File: src/rtl/core_sequencer.sv
// Multi-cycle sequencer for the execution unit. It owns the PC, fetches over a
// shared memory port, sequences load/store traffic and issues the commit strobe.
module core_sequencer #(
  parameter logic [31:0] RESET_PC = 32'h0000_0000,
  parameter int          MAX_WAIT = 16
) (
  input  logic        clk,
  input  logic        rst,
  output logic        mem_req,
  output logic        mem_we,
  output logic [31:0] mem_addr,
  output logic [31:0] mem_wdata,
  input  logic [31:0] mem_rdata,
  input  logic        mem_ready,
  output logic [31:0] instr,
  output logic [31:0] pc,
  output logic [31:0] mem_data,
  input  logic [31:0] alu_result,
  input  logic [31:0] reg_data_2,
  input  logic        pc_src,
  output logic        exec_en,
  output logic [31:0] retired,
  output logic        fault
);

  localparam logic [7:0]  WAIT_LIMIT = 8'(MAX_WAIT);
  localparam logic [6:0]  OP_LOAD    = 7'b0000011;
  localparam logic [6:0]  OP_STORE   = 7'b0100011;
  localparam logic [31:0] NOP        = 32'h0000_0013;

  typedef enum logic [2:0] {FETCH, EXEC, MEM, WB, HALT} state_t;

  state_t     state, state_next;
  logic [7:0] wait_cnt;
  logic       is_load, is_store, is_mem;
  logic       stall, timeout;

  assign is_load  = (instr[6:0] == OP_LOAD);
  assign is_store = (instr[6:0] == OP_STORE);
  assign is_mem   = is_load || is_store;
  assign stall    = mem_req && !mem_ready;
  // MAX_WAIT stall cycles are tolerated; the next stall at the limit faults.
  assign timeout  = stall && (wait_cnt == WAIT_LIMIT);

  // NOTE: sequential state uses non-blocking assignments so every register
  // samples the pre-edge values, independent of statement order.
  always_ff @(posedge clk) begin
    if (rst) state <= FETCH;
    else     state <= state_next;
  end

  // NOTE: every combinational output gets a default first so no path can
  // leave it unassigned and infer a latch.
  always_comb begin
    state_next = state;
    unique case (state)
      FETCH: if (mem_ready) state_next = EXEC;
             else if (timeout) state_next = HALT;
      EXEC:  state_next = is_mem ? MEM : FETCH;
      MEM:   if (mem_ready) state_next = WB;
             else if (timeout) state_next = HALT;
      WB:    state_next = FETCH;
      HALT:  state_next = HALT;
      default: state_next = HALT;
    endcase
  end

  always_comb begin
    mem_req   = 1'b0;
    mem_we    = 1'b0;
    mem_addr  = pc;
    mem_wdata = 32'h0;
    exec_en   = 1'b0;
    unique case (state)
      FETCH: mem_req = 1'b1;
      EXEC:  exec_en = !is_mem;
      MEM: begin
        mem_req   = 1'b1;
        mem_we    = is_store;
        mem_addr  = alu_result;
        mem_wdata = reg_data_2;
      end
      WB:      exec_en = 1'b1;
      default: ;
    endcase
  end

  always_ff @(posedge clk) begin
    if (rst) begin
      pc       <= RESET_PC;
      instr    <= NOP;
      mem_data <= 32'h0;
      retired  <= 32'h0;
      fault    <= 1'b0;
      wait_cnt <= 8'h0;
    end else begin
      if (state == FETCH && mem_ready) instr <= mem_rdata;
      if (state == MEM && mem_ready && is_load) mem_data <= mem_rdata;

      if (exec_en) begin
        pc      <= (state == EXEC && pc_src) ? alu_result : pc + 32'd4;
        retired <= retired + 32'd1;
      end

      // Any state change starts a fresh wait window for the next request.
      if (state_next != state) wait_cnt <= 8'h0;
      else if (stall)          wait_cnt <= wait_cnt + 8'd1;

      if (state_next == HALT) fault <= 1'b1;
    end
  end

endmodule

File: config.mk
export PLATFORM = sky130hd
export DESIGN_NAME = core_sequencer
export DESIGN_NICKNAME = d
export VERILOG_FILES = /design/src/rtl/core_sequencer.sv
export SDC_FILE = /design/constraint.sdc
export NUM_CORES = 1
export LEC_CHECK = 0
export BUFFER_PORTS_ARGS = -buffer_cell sky130_fd_sc_hd__buf_2
export CAP_MARGIN = 0
export CORE_MARGIN = 3
export CORE_UTILIZATION = 50
export CTS_BUF_LIST = sky130_fd_sc_hd__clkbuf_2 sky130_fd_sc_hd__clkbuf_4 sky130_fd_sc_hd__clkbuf_8
export DETAILED_ROUTE_END_ITERATION = 8
export PLACE_DENSITY = 0.83
export SLEW_MARGIN = 20
export SYNTH_ARGS = -nofsm -noshare
export SYNTH_HDL_FRONTEND = slang
export SYNTH_SLANG_ARGS = --single-unit
File: constraint.sdc
create_clock -name clk -period 2.7 [get_ports clk]
set_input_delay 0.405 -clock clk [delete_from_list [all_inputs] [get_ports clk]]
set_output_delay 0.405 -clock clk [all_outputs]
set_load 0.05 [all_outputs]
==> results of run 1 <==
-- critical path: cells and delay by family (launching register included) --
kind / cells / cell delay [ps]
buffers and inverters: 2 / 520
DFF: 1 / 430
muxes: 1 / 390
and+or+nand+nor: 2 / 320
-- power groups by stage --
stage	combinational (mW)	clock [mW]	sequential, mW
final	0.656	1.83	2.15
after global routing	0.704	1.94	2.16
after CTS	0.657	1.85	2.15
after detailed placement	0.655	0	2.20
after global placement	0.648	0	2.20
after floorplan	0.292	0	2.35
-- cell type report --
| type | instances | area [um^2] |
|---|---|---|
| flip-flops and latches | 140 | 2800 |
| inverters | 12 | 45.0 |
| well taps | 176 | 220 |
| diodes | 1 | 2.50 |
| fillers | 1165 | 4440 |
| repair buffers | 314 | 1630 |
| multi-input cells | 625 | 3840 |
| clock inverters | 14 | 194 |
| clock buffers | 17 | 234 |
-- worst paths after layout --
kind | start | to | slack [ps] | depth (start not counted)
worst max-delay path | state[2]$_SDFF_PP0_ | mem_addr[23] | 190 | 5
worst min-delay path | mem_rdata[0] | instr[0]$_SDFFE_PP1P_ | 200 | 3
worst max register to register | pc[2]$_SDFFE_PP0P_ | pc[30]$_SDFFE_PP0P_ | 510 | 6
worst min register to register | instr[17]$_SDFFE_PP0P_ | instr[17]$_SDFFE_PP0P_ | 450 | 2
-- cell usage after synthesis, types with 3 or more instances --
master    number
buf_2         17
a21o_1         4
a211oi_1      14
and4_1        12
dfxtp_1      140
buf_6          3
nand4_1       21
inv_1         11
and3_1        41
and2_1         8
a22oi_1        3
a21oi_1       62
a31o_2         3
ha_1           4
nand3b_1       4
a31oi_1        6
xor2_1        15
a311oi_1       3
nand3_1       27
o21ai_0       26
nor4bb_1       3
nor3_1        17
o22ai_1        5
nor4_1        11
mux2i_1       32
o31ai_1        5
or3_1          5
xnor2_1       18
or4_1          3
nor2_1       100
mux2_2        28
o21bai_1       3
clkbuf_1      36
nand2_1      110
-- cell families after synthesis --
group           after synthesis
buf+inv                      69
mux                          60
compound gates              146
fa+ha+maj                     4
simple gates                382
flops                       140
xor+xnor                     33
-- sequential cells by signal, indices dropped and copies added, names as in the netlist --
register  flops
fault         1
mem_data     32
instr        32
wait_cnt      8
state         3
pc           32
retired      32
-- per-layer routing --
metal / GRT usage / routed length (um) / vias up / part of all wire
met3: 0.0731 / 1560 / 30 / 0.074
li1: - / - / 3534 / -
met4: 0.0754 / 312 / 0 / 0.015
met5: 0 / 0 / - / 0
met1: 0.333 / 8590 / 3394 / 0.41
met2: 0.449 / 10700 / 312 / 0.50
-- repair_timing --
item                       in CTS  in global routing
gates resized for setup         0                  1
setup endpoints to repair       0                 28
hold buffers                    0                  0
-- stage by stage --
stage | util | instance area (um^2) | std cells
floorplan | - | 6930 | 834
global placement | 0.637 | 8530 | 1267
detailed placement | 0.637 | 8530 | 1267
CTS | 0.669 | 8960 | 1298
global route | 0.669 | 8960 | 1299
finish | 0.669 | 8960 | 1299
==> impl_results.md, run 1 <==
* Max-slew headroom at 0.476
* Post-synthesis area per instance at between 8 and 9 um^2
* Startpoint types: register
* Chip Width at 124 um
* Starting utilization of the core area at 0.517
* Sum of negative setup slack at 0 ps
* Final Slew Violations at 0
* Die boundary height at 124 um
* LEAKAGE at 4.38 nW
* H-tree levels at 4
* Power share of the combinational group at 0.142
* Post-synth top area share at 0.405
* Total via count after detailed routing at 7270
* Type of the worst min-delay path: in -> reg
* I/O Buffers at 295
* Final Routed Wirelength at 21100 um
* Number of setup buffers added after CTS at 0
* Number of antenna violations at the first check in global routing at 1
* Critical path required time at 2300 ps
* Share of total power in sequential cells at 0.465
* Proportion of layout cells with a drive suffix above 1 at 0.350
* Fraction of synthesis flops using an asynchronous set or reset pin at 0
* Endpoints failing hold at 0
* Xor/xnor share of the synthesized area at 0.0417
* Count of antenna-violating nets left after detailed routing at 0
* Count of yosys warnings during synthesis at 0
* CTS sink count at 140
* Worst slack at placement at 530 ps
* Multiplexer fraction of the synthesized cell area at 0.0918
* Overall power at 4.64 mW
* Global-route wire length before repair at 32600 um
* Max Fanout on Critical Path at 38
* Net count reported at finish at 1214
* Crit path cell chain: nor2_2 > and2_1 > buf_6 > mux2_2 > buf_2
* Final critical delay including setup and external delays at 2510 ps
* Global-route congestion overflow total at 0
* Arrival time worst endpoint at 2100 ps
* Post-detailed-route wirelength per cell at 16.3 um
* Number of global-route vias before repair at 6617
* Pwr/cell area at 517 nW/um^2
* Cell-internal power at ~3.3 mW
* Number of enable-type register cells in the synthesized netlist at 0
* Pin slew with the least headroom to its limit at around 780 ps
* Synth Area in Adders at 0.00723
* Inserted Clock Buffers at 17
* Final worst-path setup slack at 190 ps
* Crit path max-delay cell type: dfxtp_1
* Root Driver: clkbuf_8
* Number of optimization iterations in the first detailed-route pass at 5
* Clock-pin slew of the registers on the worst-case setup and hold paths at 80 ps
* Synth Area in Simple Gates at 0.280
* Post-synthesis cell type with the largest combined area: dfxtp_1
* Longest Clk Path Bufs at 2
* Share of total power in the clock network at 0.394
* Top cells by area, synth: dfxtp_1, nand2_1, nor2_1
* Total half-perimeter wirelength after legalization and detailed placement at 15500 um
* Number of nets in the synthesized netlist at 938
* Synth Cell Area at 6930 um^2
* Area growth from synthesis to layout at 29.4%
* Type of the worst setup path: reg -> out
* Average via count per standard cell at 5.60
* Main combinational cell family by area after synthesis: simple AND/OR/NAND/NOR gates
* Maximum single-stage delay on the critical path at roughly 430 ps
* TritonCTS clock tree: built
* Final setup viols at 0
* Setup crit end kind: output pin
* Switching power of the nets at 1.34 mW
* Core Rows at 42
* Largest clock skew in the final design at 12.8 ps
* Worst hold-check slack at around 200 ps
* Highest-count cells in the layout ignoring fill and taps: buf_2, dfxtp_1, nand2_1, nor2_1, a21oi_1
* GPL Wtd Cong at 0.845
* Count of unique library cells instantiated by Yosys at 63
* Post-route DRC violation count at 0
* Highest achievable clock rate at ~0.40 GHz
* Area of the die at about 15000 um^2
* Switching Fraction at 0.288
* Maximum resistive drop on vdd at 0.000386 V
* Initial DRC count at 602
* Commonest non-fill, non-tap cell in the layout: buf_2
* Max capacitance violation total at 0
* Post-Syn Instances at 834
* Sequential area share after synthesis at 0.405
* Unrepaired setup endpoints after global routing: false
* Placeable core region at 13400 um^2
* Top flip-flop cell by instance count after synthesis: dfxtp_1
* Clock latency on the worst-skew pair at 450 ps
* Largest net degree at the start of global routing at 46
* Post-synthesis compound-gate area fraction at 0.131
* Number of ports placed on the die boundary at between 200 and 300
* Number of synthesized register bits at 140
* Share of the clock period used by the worst path after layout at 0.930
* Status: complete, no violations
* Total routing usage reported by global routing at 0.266
Note: power is estimated with default switching activity, not from simulation.
==> inputs of run 2 (changes only) <==
--- a/config.mk
+++ b/config.mk
@@ -7,11 +7,13 @@
 export LEC_CHECK = 0
 export BUFFER_PORTS_ARGS = -buffer_cell sky130_fd_sc_hd__buf_2
 export CAP_MARGIN = 0
+export CELL_PAD_IN_SITES_DETAIL_PLACEMENT = 0
+export CELL_PAD_IN_SITES_GLOBAL_PLACEMENT = 2
 export CORE_MARGIN = 3
-export CORE_UTILIZATION = 50
+export CORE_UTILIZATION = 27
 export CTS_BUF_LIST = sky130_fd_sc_hd__clkbuf_2 sky130_fd_sc_hd__clkbuf_4 sky130_fd_sc_hd__clkbuf_8
 export DETAILED_ROUTE_END_ITERATION = 8
-export PLACE_DENSITY = 0.83
+export PLACE_DENSITY_LB_ADDON = 0.1
 export SLEW_MARGIN = 20
 export SYNTH_ARGS = -nofsm -noshare
 export SYNTH_HDL_FRONTEND = slang
==> impl_results.md, run 2 (synthesis results as in run 1) <==
* Total routing usage reported by global routing at 0.171 (-0.0951)
* Number of cells on the worst reg-to-reg path at 6 (unchanged)
* Average via count per standard cell at 4.84 (-14%)
* FF-to-FF End: pc[28]$_SDFFE_PP0P_
* Highest-count cells in the layout ignoring fill and taps: buf_2, dfxtp_1, nand2_1, nor2_1, a21oi_1
* Inserted Clock Buffers at 17 (unchanged)
* Stages on the worst setup path at 5 (unchanged)
* Longest Clk Path Bufs at 2 (unchanged)
* Max capacitance violation total at 0 (unchanged)
* Number of antenna violations at the first check in global routing at 1 (unchanged)
* Worst hold-check slack at 182 ps (-19.3 ps)
* Crit path cell chain: nor2_1 > and2_4 > buf_12 > mux2_2 > buf_2
* Final Slew Violations at 0 (unchanged)
* Maximum single-stage delay on the critical path at 430 ps (about the same)
* Cell area after placement at 8750 um^2 (+2.6%)
* Type of the worst min-delay path: in -> reg
* Crit path max-delay cell type: dfxtp_1
* CTS sink count at 140 (unchanged)
* Post-route DRC violation count at 0 (unchanged)
* Pwr/cell area at 519 nW/um^2 (+0.40%)
* Number of setup buffers added after CTS at 0 (unchanged)
* Global-route congestion overflow total at 0 (unchanged)
* Area growth from synthesis to layout at 32.9%
* Share of the clock period used by the worst path after layout at 0.940 (+0.0101)
* Largest net degree at the start of global routing at 58 (+26%)
* R2R Setup Slk at 460 ps (-50 ps)
* Unrepaired setup endpoints after global routing: false
* Highest achievable clock rate at 0.394 GHz (-1.1%)
* Status: complete, no violations
* Number of global-route vias before repair at 6944 (+4.9%)
* Root Driver: clkbuf_8
* Initial DRC count at 350 (-42%)
* Starting utilization of the core area at 0.280 (-0.237)
* Delay-heaviest family, CP: simple AND/OR/NAND/NOR gates
* H-tree levels at 4 (unchanged)
* LEAKAGE at 4.42 nW (+0.94%)
* Buffer and inverter count on the worst path at 2 (unchanged)
* Fillcell total at 2683 (+130%)
* Largest clock skew in the final design at 19.5 ps (+6.71 ps)
* Clock-pin slew of the registers on the worst-case setup and hold paths at 100 ps (+20 ps)
* Die boundary height at 166 um (+34%)
* Commonest non-fill, non-tap cell in the layout: buf_2
* Number of antenna cells inserted at 0 (-1)
* Maximum resistive drop on vdd at 0.000311 V (-19%)
* Worst r2r src: state[2]$_SDFF_PP0_
* Count of antenna-violating nets left after detailed routing at 0 (unchanged)
* Source of the critical timing path: state[2]$_SDFF_PP0_
* Endpoints failing hold at 0 (unchanged)
* Net count reported at finish at 1214 (unchanged)
* Max-slew headroom at 0.428 (-0.0477)
* TritonCTS clock tree: built
* GPL Wtd Cong at 0.720 (-15%)
* Final setup viols at 0 (unchanged)
* Arrival time worst endpoint at 2130 ps (+30 ps)
* Setup crit end kind: output pin
* Worst slack at placement at 452 ps (-77.6 ps)
* Startpoint types: register
* Post-route standard cell area excluding fillers at 9200 um^2 (+2.7%)
* I/O Buffers at 295 (unchanged)
* Post-detailed-route wirelength per cell at 16.7 um (+2.8%)
* Critical path required time at 2300 ps (about the same)
* Area of the die at 27600 um^2 (+80%)
* Global-route wire length before repair at 38700 um (+19%)
* Chip Width at 166 um (+34%)
* Max Fanout on Critical Path at 29 (-24%)
* Worst setup path endpoint: mem_addr[18]
* Clock latency on the worst-skew pair at 450 ps (about the same)
* Sum of negative setup slack at 0 ps (unchanged)
* Total via count after detailed routing at 7003 (-3.7%)
* Proportion of layout cells with a drive suffix above 1 at 0.351 (+0.000579)
* Final worst-path setup slack at 163 ps (-27.4 ps)
* Placeable core region at 24700 um^2 (+85%)
* Number of ports placed on the die boundary at 296 (unchanged)
* Number of optimization iterations in the first detailed-route pass at 4 (-1)
* Total half-perimeter wirelength after legalization and detailed placement at 17200 um (+11%)
* Final Routed Wirelength at 24200 um (+14%)
* Core Rows at 57 (+36%)
* Pin slew with the least headroom to its limit at 858 ps (+75.0 ps)
* Final critical delay including setup and external delays at 2540 ps (+27.4 ps)
* Type of the worst setup path: reg -> out
run 2: changes by cell type in the layout (fill, tap and decap cells not counted), moves of 2 or more:
cell,previous run,this run
buf_12,0,3
buf_4,19,17
clkinv_2,2,0
clkinvlp_4,5,0
inv_6,2,5
inv_8,0,5
run 2: cell type report:
type	count	area, um^2	share of cell area
flip-flops and latches	140	2800	0.305
clock inverters	15	215	0.0234
clock buffers	17	234	0.0254
repair buffers	314	1660	0.180
multi-input cells	625	3840	0.417
well taps	324	405	0.0441
inverters	12	45.0	0.00489
run 2: worst min-delay path by stage:
stage	cells after the start	endpoint	slack [ps]	from
finish	3	instr[0]$_SDFFE_PP1P_	180	mem_rdata[0]
global route	3	mem_data[26]$_SDFFE_PP0P_	150	mem_rdata[26]
CTS	3	instr[26]$_SDFFE_PP0P_	140	mem_rdata[26]
detailed placement	2	instr[14]$_SDFFE_PP0P_	450	instr[14]$_SDFFE_PP0P_
global placement	2	instr[18]$_SDFFE_PP0P_	440	instr[18]$_SDFFE_PP0P_
floorplan	2	wait_cnt[7]$_SDFFE_PP0P_	480	wait_cnt[7]$_SDFFE_PP0P_
run 2: timing repair:
item | 4_1_cts | 5_1_grt
endpoints found under the setup margin | 0 | 25
resized for setup | 0 | 1
hold endpoints to repair | 0 | 0
hold buffers | 0 | 0
run 2: power breakdown:
part	switching, mW	internal [mW]	total, mW
registers	0.0458	2.11	2.16
clock network	0.988	0.969	1.96
logic	0.476	0.188	0.664
total	1.51	3.27	4.78
run 2: layer usage:
layer	track usage	routed length, um	up-vias
li1	-	-	3528
met1	0.213	10900	3263
met2	0.285	11200	194
met3	0.0626	1900	16
met4	0.0358	197	2
met5	0	13	-
run 2: worst register-to-register path, stage by stage, from the launching register on:
cell      delay, ps
dfxtp_1         430
and2b_1         320
o21ai_4          80
inv_2           380
o21ai_0         340
nor3_1          420
a311oi_1        150
run 2: through the flow:
step | total power [mW] | cells | util
global route | 5.00 | 1447 | 0.372
floorplan | 2.64 | 834 | -
detailed placement | 2.88 | 1415 | 0.354
CTS | 4.87 | 1447 | 0.372
global placement | 2.88 | 1415 | 0.354
finish | 4.78 | 1447 | 0.372
==> inputs of run 3 (changes only) <==
--- a/config.mk
+++ b/config.mk
@@ -5,14 +5,16 @@
 export SDC_FILE = /design/constraint.sdc
 export NUM_CORES = 1
 export LEC_CHECK = 0
+export ABC_AREA = 1
 export BUFFER_PORTS_ARGS = -buffer_cell sky130_fd_sc_hd__buf_2
 export CAP_MARGIN = 0
 export CELL_PAD_IN_SITES_DETAIL_PLACEMENT = 0
 export CELL_PAD_IN_SITES_GLOBAL_PLACEMENT = 2
 export CORE_MARGIN = 3
-export CORE_UTILIZATION = 27
+export CORE_UTILIZATION = 25
 export CTS_BUF_LIST = sky130_fd_sc_hd__clkbuf_2 sky130_fd_sc_hd__clkbuf_4 sky130_fd_sc_hd__clkbuf_8
 export DETAILED_ROUTE_END_ITERATION = 8
+export MAX_ROUTING_LAYER = met4
 export PLACE_DENSITY_LB_ADDON = 0.1
 export SLEW_MARGIN = 20
 export SYNTH_ARGS = -nofsm -noshare
==> impl_results.md, run 3 <==
* Number of synthesized register bits at 140 (unchanged)
* Fraction of synthesis flops using an asynchronous set or reset pin at 0 (unchanged)
* Startpoint types: register
* Overall power at 4.90 mW (+2.5%)
* Fillcell total at 3395 (+27%)
* Final critical delay including setup and external delays at 2430 ps (-104 ps)
* Post-route DRC violation count at 0 (unchanged)
* Global-route congestion overflow total at 0 (unchanged)
* Total routing usage reported by global routing at 0.180 (+0.00886)
* Post-Syn Instances at 1221 (+46%)
* Status: complete, no violations
* Post_cts resized at 0 (unchanged)
* Area of the die at 32500 um^2 (+18%)
* Number of global-route vias before repair at 8205 (+18%)
* Number of ports placed on the die boundary at 296 (unchanged)
* Proportion of layout cells with a drive suffix above 1 at 0.241 (-0.110)
* LEAKAGE at 4.72 nW (+6.8%)
* Final Slew Violations at 0 (unchanged)
* Utilization after layout at 0.333 (-0.0391)
* Number of antenna violations at the first check in global routing at 5 (+4)
* Leading post-synthesis cells by instance count: nand2_1, nor2_1, dfxtp_1
* Maximum single-stage delay on the critical path at 370 ps (-60 ps)
* I/O Buffers at 295 (unchanged)
* Highest-count cells in the layout ignoring fill and taps: nand2_1, buf_2, nor2_1, dfxtp_1, inv_1
* Chip Width at 180 um (+8.4%)
* Cell count after placement at 1869 (+32%)
* Starting utilization of the core area at 0.255 (-0.0253)
* Number of cells in the finished layout apart from fillers at 1905 (+32%)
* Global-route wire length before repair at 45700 um (+18%)
* Pin slew with the least headroom to its limit at 719 ps (-138 ps)
* Switching Fraction at 0.313 (-0.00353)
* CTS sink count at 140 (unchanged)
* Setup crit end kind: output pin
* Maximum resistive drop on vdd at 0.000321 V (+3.3%)
* Crit path cell chain: nor2_2 > nand2_2 > inv_1 > buf_4 > nand2_1 > o21ai_0 > buf_2
* Number of nets in the synthesized netlist at 1325 (+41%)
* Cell-internal power at 3.37 mW (+3.0%)
* Final Routed Wirelength at 29100 um (+20%)
* Max Fanout on Critical Path at 23 (-21%)
* Largest clock skew in the final design at 20.6 ps (+1.05 ps)
* Count of hold-fix buffers inserted at cts at 0 (unchanged)
* Count of yosys warnings during synthesis at 0 (unchanged)
* Top flip-flop cell by instance count after synthesis: dfxtp_1
* Post-synthesis cell type with the largest combined area: dfxtp_1
* Clock-pin slew of the registers on the worst-case setup and hold paths at 80 ps (-20 ps)
* Longest Clk Path Bufs at 2 (unchanged)
* Count of unique library cells instantiated by Yosys at 36 (-43%)
* Post-synthesis area per instance at 6.21 um^2 (-25%)
* Final setup viols at 0 (unchanged)
* Max capacitance violation total at 0 (unchanged)
* Type of the worst min-delay path: in -> reg
* Area growth from synthesis to layout at 30.7%
* Crit path max-delay cell type: dfxtp_1
* Placeable core region at 29800 um^2 (+20%)
* Initial DRC count at 420 (+20%)
* Highest achievable clock rate at 0.411 GHz (+4.3%)
* TritonCTS clock tree: built
* Post-detailed-route wirelength per cell at 15.3 um (-8.7%)
* Clock latency on the worst-skew pair at 450 ps (about the same)
* Total via count after detailed routing at 8385 (+20%)
* Number of optimization iterations in the first detailed-route pass at 4 (unchanged)
* Pwr/cell area at 494 nW/um^2 (-4.9%)
* Total half-perimeter wirelength after legalization and detailed placement at 21900 um (+27%)
* Max-slew headroom at 0.520 (+0.0918)
* Post-synth top area share at 0.370 (-0.0351)
* Synth Cell Area at 7580 um^2 (+9.5%)
* Arrival time worst endpoint at 2030 ps (-100 ps)
* Die boundary height at 180 um (+8.4%)
* Type of the worst setup path: reg -> out
* Worst hold-check slack at 184 ps (+1.78 ps)
* Share of total power in the clock network at 0.409 (about the same)
* Root Driver: clkbuf_8
* Top cells by area, synth: dfxtp_1, nand2_1, nor2_1
* Count of antenna-violating nets left after detailed routing at 0 (unchanged)
* Power share of the combinational group at 0.149 (+0.010)
* Number of enable-type register cells in the synthesized netlist at 0 (unchanged)
* Unrepaired setup endpoints after global routing: false
* GPL Wtd Cong at 0.834 (+16%)
* Largest net degree at the start of global routing at 76 (+31%)
* Sequential area share after synthesis at 0.370 (-0.0351)
* Endpoints failing hold at 0 (unchanged)
* Inserted Clock Buffers at 17 (unchanged)
* Most instantiated library cell after synthesis: nand2_1
* Number of setup buffers added after CTS at 0 (unchanged)
* Commonest non-fill, non-tap cell in the layout: nand2_1
* Share of the clock period used by the worst path after layout at 0.901 (-0.0386)
* Net count reported at finish at 1602 (+32%)
* Critical path required time at 2300 ps (about the same)
* Switching power of the nets at 1.53 mW (+1.4%)
* Core Rows at 63 (+11%)
* Share of total power in sequential cells at 0.442 (-0.009)
* H-tree levels at 4 (unchanged)
* Average via count per standard cell at 4.40 (-9.1%)
## run 3: cell count changes after synthesis, sizes merged, moves of 12 or more
| cell | previous run | this run |
|---|---|---|
| inv | 12 | 131 |
| mux2i | 32 | 0 |
| o21ai | 27 | 114 |
| nand2 | 110 | 312 |
| nand3 | 28 | 57 |
| and3 | 41 | 1 |
| mux2 | 28 | 0 |
| xnor2 | 18 | 1 |
| nor4 | 14 | 2 |
| nor2 | 100 | 262 |
| and4 | 14 | 0 |
## run 3: kinds of logic after synthesis
logic type | Yosys count | share of synthesized area
AO/OA/AOI/OAI | 198 | 0.137
XOR/XNOR | 14 | 0.0162
adder cells (fa/ha/maj) | 4 | 0.00660
buffers and inverters | 183 | 0.100
flip-flops | 140 | 0.370
AND/OR/NAND/NOR | 682 | 0.371
## run 3: metal layers
| metal | vias up | global-route usage | wire [um] |
|---|---|---|---|
| li1 | 4428 | - | - |
| met1 | 3729 | 0.234 | 13900 |
| met3 | 15 | 0.0537 | 2020 |
| met4 | 0 | 0.0378 | 378 |
| met2 | 213 | 0.278 | 12800 |
| met5 | - | - | 0 |
## run 3: cell type report
class	count	area, um^2	area share
Tap cell	390	488	0.0492
Clock inverter	13	203	0.0204
Antenna cell	5	12.5	0.00126
Sequential cell	140	2800	0.283
Clock buffer	18	248	0.0250
Multi-Input combinational cell	898	4030	0.406
Timing Repair Buffer	309	1630	0.165
Inverter	132	497	0.0501
## run 3: worst paths after layout
path | slack (ps) | depth (start not counted) | end | from
max | 270 | 7 | mem_addr[16] | state[2]$_SDFF_PP0_
min | 180 | 3 | instr[0]$_SDFFE_PP1P_ | mem_rdata[0]
max reg2reg | 570 | 9 | pc[24]$_SDFFE_PP0P_ | state[1]$_SDFF_PP0_
min reg2reg | 480 | 2 | mem_data[23]$_SDFFE_PP0P_ | mem_data[23]$_SDFFE_PP0P_
## run 3: critical path: cells and delay by family, from the launching register on
| family | cells | cell delay, ps |
|---|---|---|
| buffers and inverters | 3 | 780 |
| flip-flops | 1 | 370 |
| AND/OR/NAND/NOR | 3 | 350 |
| AO/OA/AOI/OAI | 1 | 70 |
## run 3: power by group through the flow
stage / clock network [mW] / registers, mW / logic [mW]
finish: 2.00 / 2.17 / 0.728
global route: 2.18 / 2.18 / 0.797
CTS: 2.10 / 2.17 / 0.741
detailed placement: 0 / 2.21 / 0.739
global placement: 0 / 2.21 / 0.740
floorplan: 0 / 2.40 / 0.305
## run 3: stage by stage
step	TNS [ps]	setup WS (ps)	area, um^2
finish	0	267	9910
detailed placement	0	538	9450
global placement	0	588	9450
CTS	0	185	9900
global route	0	24.3	9910
floorplan	-1040	-117	7590
